--- src/rtl/fetch_prefetch_if.sv ---
// Instruction-memory request/response bus between the fetch unit (master) and memory (slave).
// Requests are req/gnt handshaked; responses return in issue order on rvalid.
interface fetch_prefetch_if #(
  parameter int XLEN = 32
) ();
  logic            req;
  logic [XLEN-1:0] addr;
  logic            gnt;
  logic            rvalid;
  logic [XLEN-1:0] rdata;

  modport master (output req, addr, input gnt, rvalid, rdata);
  modport slave  (input req, addr, output gnt, rvalid, rdata);
endinterface

--- src/rtl/fetch_prefetch.sv ---
// Instruction fetch unit: in-order prefetch queue over a pipelined imem port, with
// redirect flush and a drop counter that discards responses to stale requests.
module fetch_prefetch #(
  parameter int              XLEN        = 32,
  parameter int              DEPTH       = 4,
  parameter logic [XLEN-1:0] RESET_ADDR  = '0,
  parameter logic [XLEN-1:0] EXCEPT_ADDR = XLEN'(32'h0000_0008),
  parameter logic [XLEN-1:0] ILLOP_ADDR  = XLEN'(32'h0000_0004),
  parameter logic [XLEN-1:0] NOP_INST    = XLEN'(32'h8000_0000)
) (
  input  logic              clk,
  input  logic              rst_n,
  fetch_prefetch_if.master  imem,
  input  logic              i_irq,
  input  logic              i_ill_op,
  input  logic              i_redirect_en,
  input  logic [XLEN-1:0]   i_redirect_addr,
  input  logic              i_inst_ready,
  output logic              o_inst_valid,
  output logic [XLEN-1:0]   o_inst,
  output logic [XLEN-1:0]   o_inst_pc,
  output logic [XLEN-1:0]   o_pc_plus_four
);
  localparam int AW = $clog2(DEPTH);
  localparam int CW = AW + 1;

  logic            r_started;
  logic [XLEN-1:0] r_fetch_pc, r_rsp_pc, r_tgt_pc;
  logic [CW-1:0]   r_cnt, r_out, r_drop;
  logic [AW-1:0]   r_wr, r_rd;
  logic [XLEN-1:0] r_q_inst [DEPTH];
  logic [XLEN-1:0] r_q_pc   [DEPTH];

  logic            w_redir, w_issue, w_rsp_drop, w_rsp_keep, w_push, w_pop, w_drain_block;
  logic [CW-1:0]   w_occ;
  logic [XLEN-1:0] w_target;

  assign w_redir       = i_irq | i_ill_op | i_redirect_en;
  assign w_target      = i_irq ? EXCEPT_ADDR : (i_ill_op ? ILLOP_ADDR : i_redirect_addr);
  assign w_occ         = CW'(r_cnt + r_out);
  // Worst case drop after a redirect is (DEPTH-1) + DEPTH, which still fits in CW bits.
  assign w_drain_block = r_drop >= CW'(DEPTH);

  assign imem.req  = r_started & (w_occ < CW'(DEPTH)) & ~w_drain_block;
  assign imem.addr = r_fetch_pc;

  assign w_issue    = imem.req & imem.gnt;
  assign w_rsp_drop = imem.rvalid & (r_drop != '0);
  // An rvalid with nothing outstanding is a protocol violation and is ignored.
  assign w_rsp_keep = imem.rvalid & (r_drop == '0) & (r_out != '0);
  assign w_push     = w_rsp_keep & ~w_redir;

  assign o_inst_valid   = r_cnt != '0;
  assign w_pop          = o_inst_valid & i_inst_ready & ~w_redir;
  assign o_inst         = o_inst_valid ? r_q_inst[r_rd] : NOP_INST;
  assign o_inst_pc      = o_inst_valid ? r_q_pc[r_rd] : r_tgt_pc;
  assign o_pc_plus_four = o_inst_pc + XLEN'(4);

  always_ff @(posedge clk) begin
    if (!rst_n) begin
      r_started  <= 1'b0;
      r_fetch_pc <= RESET_ADDR;
      r_rsp_pc   <= RESET_ADDR;
      r_tgt_pc   <= RESET_ADDR;
      r_cnt      <= '0;
      r_out      <= '0;
      r_drop     <= '0;
      r_wr       <= '0;
      r_rd       <= '0;
    end else begin
      r_started <= 1'b1;
      if (w_redir) begin
        r_fetch_pc <= w_target;
        r_rsp_pc   <= w_target;
        r_tgt_pc   <= w_target;
        r_cnt      <= '0;
        r_wr       <= '0;
        r_rd       <= '0;
        r_out      <= '0;
        // everything still in flight, including this cycle's grant, becomes stale
        r_drop     <= r_drop - CW'(w_rsp_drop) + r_out + CW'(w_issue) - CW'(w_rsp_keep);
      end else begin
        if (w_issue) r_fetch_pc <= r_fetch_pc + XLEN'(4);
        if (w_push) begin
          r_rsp_pc <= r_rsp_pc + XLEN'(4);
          r_wr     <= r_wr + AW'(1);
        end
        if (w_pop) r_rd <= r_rd + AW'(1);
        r_cnt  <= r_cnt + CW'(w_push) - CW'(w_pop);
        r_out  <= r_out + CW'(w_issue) - CW'(w_rsp_keep);
        r_drop <= r_drop - CW'(w_rsp_drop);
      end
    end
  end

  always_ff @(posedge clk) begin
    if (rst_n && w_push) begin
      r_q_inst[r_wr] <= imem.rdata;
      r_q_pc[r_wr]   <= r_rsp_pc;
    end
  end

  a_no_orphan_rsp: assert property (@(posedge clk) disable iff (!rst_n)
    !(imem.rvalid && r_out == '0 && r_drop == '0));
endmodule

--- src/flat_wrapper.sv ---
// flat-port wrapper written by rule: the top's interface ports become plain ports
module fetch_prefetch_flat 
#(
  parameter int              XLEN        = 32,
  parameter int              DEPTH       = 4,
  parameter logic [XLEN-1:0] RESET_ADDR  = '0,
  parameter logic [XLEN-1:0] EXCEPT_ADDR = XLEN'(32'h0000_0008),
  parameter logic [XLEN-1:0] ILLOP_ADDR  = XLEN'(32'h0000_0004),
  parameter logic [XLEN-1:0] NOP_INST    = XLEN'(32'h8000_0000)
)
  (clk, rst_n, i_irq, i_ill_op, i_redirect_en, i_redirect_addr, i_inst_ready, o_inst_valid, o_inst, o_inst_pc, o_pc_plus_four, imem_req, imem_addr, imem_gnt, imem_rvalid, imem_rdata);
  fetch_prefetch_if #(.XLEN(XLEN)) imem_i ();
  input  logic clk;
  input  logic rst_n;
  input  logic i_irq;
  input  logic i_ill_op;
  input  logic i_redirect_en;
  input  logic [XLEN-1:0] i_redirect_addr;
  input  logic i_inst_ready;
  output logic o_inst_valid;
  output logic [XLEN-1:0] o_inst;
  output logic [XLEN-1:0] o_inst_pc;
  output logic [XLEN-1:0] o_pc_plus_four;
  output wire logic [$bits(imem_i.req)-1:0] imem_req;
  output wire logic [$bits(imem_i.addr)-1:0] imem_addr;
  input wire logic [$bits(imem_i.gnt)-1:0] imem_gnt;
  input wire logic [$bits(imem_i.rvalid)-1:0] imem_rvalid;
  input wire logic [$bits(imem_i.rdata)-1:0] imem_rdata;
  assign imem_req = imem_i.req;
  assign imem_addr = imem_i.addr;
  assign imem_i.gnt = imem_gnt;
  assign imem_i.rvalid = imem_rvalid;
  assign imem_i.rdata = imem_rdata;
  fetch_prefetch #(.XLEN(XLEN), .DEPTH(DEPTH), .RESET_ADDR(RESET_ADDR), .EXCEPT_ADDR(EXCEPT_ADDR), .ILLOP_ADDR(ILLOP_ADDR), .NOP_INST(NOP_INST)) u_core (.clk(clk), .rst_n(rst_n), .imem(imem_i), .i_irq(i_irq), .i_ill_op(i_ill_op), .i_redirect_en(i_redirect_en), .i_redirect_addr(i_redirect_addr), .i_inst_ready(i_inst_ready), .o_inst_valid(o_inst_valid), .o_inst(o_inst), .o_inst_pc(o_inst_pc), .o_pc_plus_four(o_pc_plus_four));
endmodule
--- config.mk ---
export PLATFORM = sky130hd
export DESIGN_NAME = fetch_prefetch_flat
export DESIGN_NICKNAME = d
export VERILOG_FILES = /design/src/rtl/fetch_prefetch_if.sv /design/src/rtl/fetch_prefetch.sv /design/src/flat_wrapper.sv
export SDC_FILE = /design/constraint.sdc
export NUM_CORES = 1
export LEC_CHECK = 0
export CAP_MARGIN = 20
export CORE_MARGIN = 2
export CORE_UTILIZATION = 54
export DETAILED_ROUTE_END_ITERATION = 16
export HOLD_SLACK_MARGIN = 0.08
export PLACE_DENSITY = 0.84
export SLEW_MARGIN = 20
export SYNTH_ARGS = -nofsm -noshare
export SYNTH_HDL_FRONTEND = slang
export SYNTH_SLANG_ARGS = --single-unit
--- constraint.sdc ---
create_clock -name clk -period 9.35 [get_ports clk]
set_clock_uncertainty 0.05 [all_clocks]
set_input_delay 1.4025 -clock clk [delete_from_list [all_inputs] [get_ports clk]]
set_output_delay 1.4025 -clock clk [all_outputs]
set_load 0.02 [all_outputs]
==> run_results.csv <==
group,metric,value,unit
layout,area_growth,21.3,%
worst_setup_path,path_class,"register to output pin",
placed_design,place_hpwl,26100,um
synth,syn_nets,1379,
timing,min_period,6.58,ns
synth,netlist_area,16200,sq um
synth,synthCells,1287,
layout,drive_gt1_frac,0.111,
synth,yosysWarningCount,0,
global_routing,grtUsageTotal,0.259,
clock_tree,htree_levels,2,
timing,timing.final.crit_share,0.704,
clock_tree,cts_root_buffer,"clkbuf_16",
die,placementRows,63,
die,die_w,177,um
layout,layout.nets,1561,
synth,ys_seq_area_frac,0.611,
clock_tree,holdBufCountCts,0,
synth,async_flop_share,0,
synth,synth_edf_count,256,
global_routing,grt_max_degree,69,
min_path,hold_path_class,"register to register",
drt,ant_nets,0,
die,floorplan.initialDensity,0.548,
synth,syn_area_per_cell,12.6,sq um
worst_setup_path,cp_num_buf_inv,3,
timing,finalSetupTns,0,ns
drt,drc,0,
flow_run,cap_violations,0,
global_routing,grt_pass1_wl,62900,um
run_status,status,"completed",
clock_tree,post_cts_buffers,0,
worst_setup_path,cp_top_family,"buffers and inverters",
clock_tree,cts.sink_count,366,
die,die_y,177,um
global_routing,antenna_found_initial,1,
drt,drt-wirelength-per-cell,21.7,um
placed_design,dpl-instance-area,18500,sq um
timing,slew_violations,0,
clock_tree,cts_tree,"yes",
clock_tree,ctsLongestPathBuffers,3,
drt,num_vias,11700,
timing,slew_headroom,0.344,
pwr,p_leak,6.80,nW
pwr,powerDensity,170,nW/um^2
drt,routed_wl,40800,um
global_routing,gr-total-overflow,0,
clock_tree,clkLatencyLatePin,0.51,ns
timing,tightest_slew,0.985,ns
layout,final_core_util,0.664,
clock_tree,cts_resized,0,
worst_setup_path,cpMaxStageDelayCell,"buf_4",
worst_setup_path,start_kind,"register",
worst_setup_path,cpPeakStageDelay,0.71,ns
worst_setup_path,worstPathCellList,"buf_4, mux4_1, mux2i_1, inv_1, ha_1, o31a_1, and4_1, o22ai_1, nor3b_1, nand3_1, xnor2_1, clkdlybuf4s50_1",
placed_design,port_buffers,201,
worst_setup_path,end_kind,"output pin",
layout,antenna_cells,0,
synth,ys_ff_latch,366,
timing,timing.fmax,0.152,GHz
synth,yosysUniqueCellTypes,59,
placed_design,gp_congestion,0.923,
worst_setup_path,cp_data_required_time,7.90,ns
timing,timing.hold.ws,0.425,ns
pwr,peakVddDrop,0.132,mV
layout,final_area,19600,sq um
timing,setup_viol,0,
die,ioPinCount,202,
synth,synth-main-ff-cell,"edfxtp_1",
worst_setup_path,critPathMaxFanout,38,
timing,rsz0062_at_grt,"false",
timing,finalHoldViolCount,0,
drt,firstDrtPassIters,6,
clock_tree,clk_pin_slew_worst_paths,0.06,ns
global_routing,grt_pass1_vias,11500,
clock_tree,cts-buffers-inserted,37,
worst_setup_path,worstPathArrival,5.13,ns
die,die_area,31400,sq um
drt,drt_iter0_drc,1594,
drt,viasPerCell,6.23,
die,core,29600,sq um
## cells in the mapped netlist (3+ instances only)
library cell / n / share of area
a211oi_1: 11 / 0.0051
a21oi_1: 115 / 0.036
a22o_1: 3 / 0.0016
a31oi_1: 17 / 0.0066
a41oi_1: 3 / 0.0016
and2_1: 49 / 0.019
and3_1: 24 / 0.0093
and4_1: 5 / 0.0027
buf_1: 5 / 0.0012
buf_2: 7 / 0.0022
buf_4: 6 / 0.0028
clkbuf_1: 54 / 0.013
dfxtp_1: 110 / 0.14
edfxtp_1: 256 / 0.47
fa_1: 4 / 0.0049
ha_1: 16 / 0.012
inv_1: 40 / 0.0093
mux2i_1: 13 / 0.0080
mux4_1: 3 / 0.0049
mux4_2: 62 / 0.086
nand2_1: 176 / 0.041
nand3_1: 49 / 0.015
nand4_1: 20 / 0.0077
nor2_1: 52 / 0.012
nor3_1: 20 / 0.0062
nor3b_1: 3 / 0.0014
nor4_1: 6 / 0.0023
o211a_1: 5 / 0.0031
o211ai_1: 3 / 0.0014
o21a_1: 4 / 0.0019
o21ai_0: 38 / 0.012
o221a_2: 19 / 0.013
o22ai_1: 3 / 0.0012
o311ai_0: 3 / 0.0016
o31ai_1: 11 / 0.0051
or3_1: 5 / 0.0019
xnor2_1: 32 / 0.017
xor2_1: 10 / 0.0054
## layout by cell type, fill, tap and decap left out, drive strengths merged, types with 5 or more instances in the layout
cell,instances
nor3,20
ha,16
mux4,65
clkbuf,51
and3,24
a211oi,11
o31ai,11
nand4,21
nand3,49
dfxtp,110
buf,16
nand2,176
a21oi,115
and2,51
o211a,5
a31oi,17
nor4,7
clkdlybuf4s50,201
nor2,52
edfxtp,256
mux2i,13
inv,42
xor2,10
or3,5
clkinv,8
o221a,19
and4,5
xnor2,32
o21ai,38
## tightest hold or removal path: stages, from the launching register on
cell     delay [ns]
dfxtp_1        0.32
nand2_1        0.06
a21oi_1        0.05
## final timing paths
check	depth (start not counted)	startpoint	endpoint	slack [ns]
worst min register to register	2	u_core.r_tgt_pc[13]	u_core.r_tgt_pc[13]	0.42
worst max-delay path	12	register	o_pc_plus_four[26]	2.77
worst max register to register	13	u_core.r_out[1]	u_core.r_drop[2]	5.37
worst min-delay path	2	u_core.r_tgt_pc[13]	u_core.r_tgt_pc[13]	0.42
## sequential cells by signal (all words and copies together) (netlist names), 3 cells and up, named ones only
register          flops
u_core.r_rsp_pc      32
u_core.imem.addr     30
u_core.r_drop         3
u_core.r_out          3
u_core.r_q_inst     128
u_core.r_q_pc       128
u_core.r_cnt          3
u_core.r_tgt_pc      32
## kinds of logic after synthesis
family                   synth area share
adder cells (fa/ha/maj)            0.0173
AND/OR/NAND/NOR                     0.124
XOR/XNOR                           0.0227
AO/OA/AOI/OAI                      0.0970
buffers and inverters              0.0293
multiplexers                       0.0992
flip-flops                          0.611
## layer usage
layer	vias up	routed length, um	GRT usage
li1	5212	-	-
met1	5718	16200	0.355
met2	713	19500	0.428
met3	89	4000	0.0425
met4	0	1160	0.0768
met5	-	0	0
## per-stage QoR
stage	setup slack [ns]	std cells	power, mW
2_1_floorplan	3.98	1287	1.88
3_3_place_gp	3.46	1820	1.96
3_5_place_dp	3.36	1820	1.97
4_1_cts	2.79	1884	3.34
5_1_grt	2.44	1884	3.42
6_report	2.77	1884	3.33
## report_power, final
part	switching, mW	internal [mW]	leakage [nW]
registers	0.0131	1.73	3.28
logic	0.105	0.0853	2.97
clock network	0.589	0.805	0.549
total	0.707	2.62	6.80
## area by class of cell
type / instances / area [sq um]
tap: 390 / 488
multi-input combinational: 806 / 5840
clock buffer: 51 / 998
timing repair buffer: 217 / 2130
clock inverter: 13 / 128
sequential: 366 / 9890
fill: 2071 / 9920
inverter: 41 / 154
No activity file was read; power rests on OpenSTA's default activity.
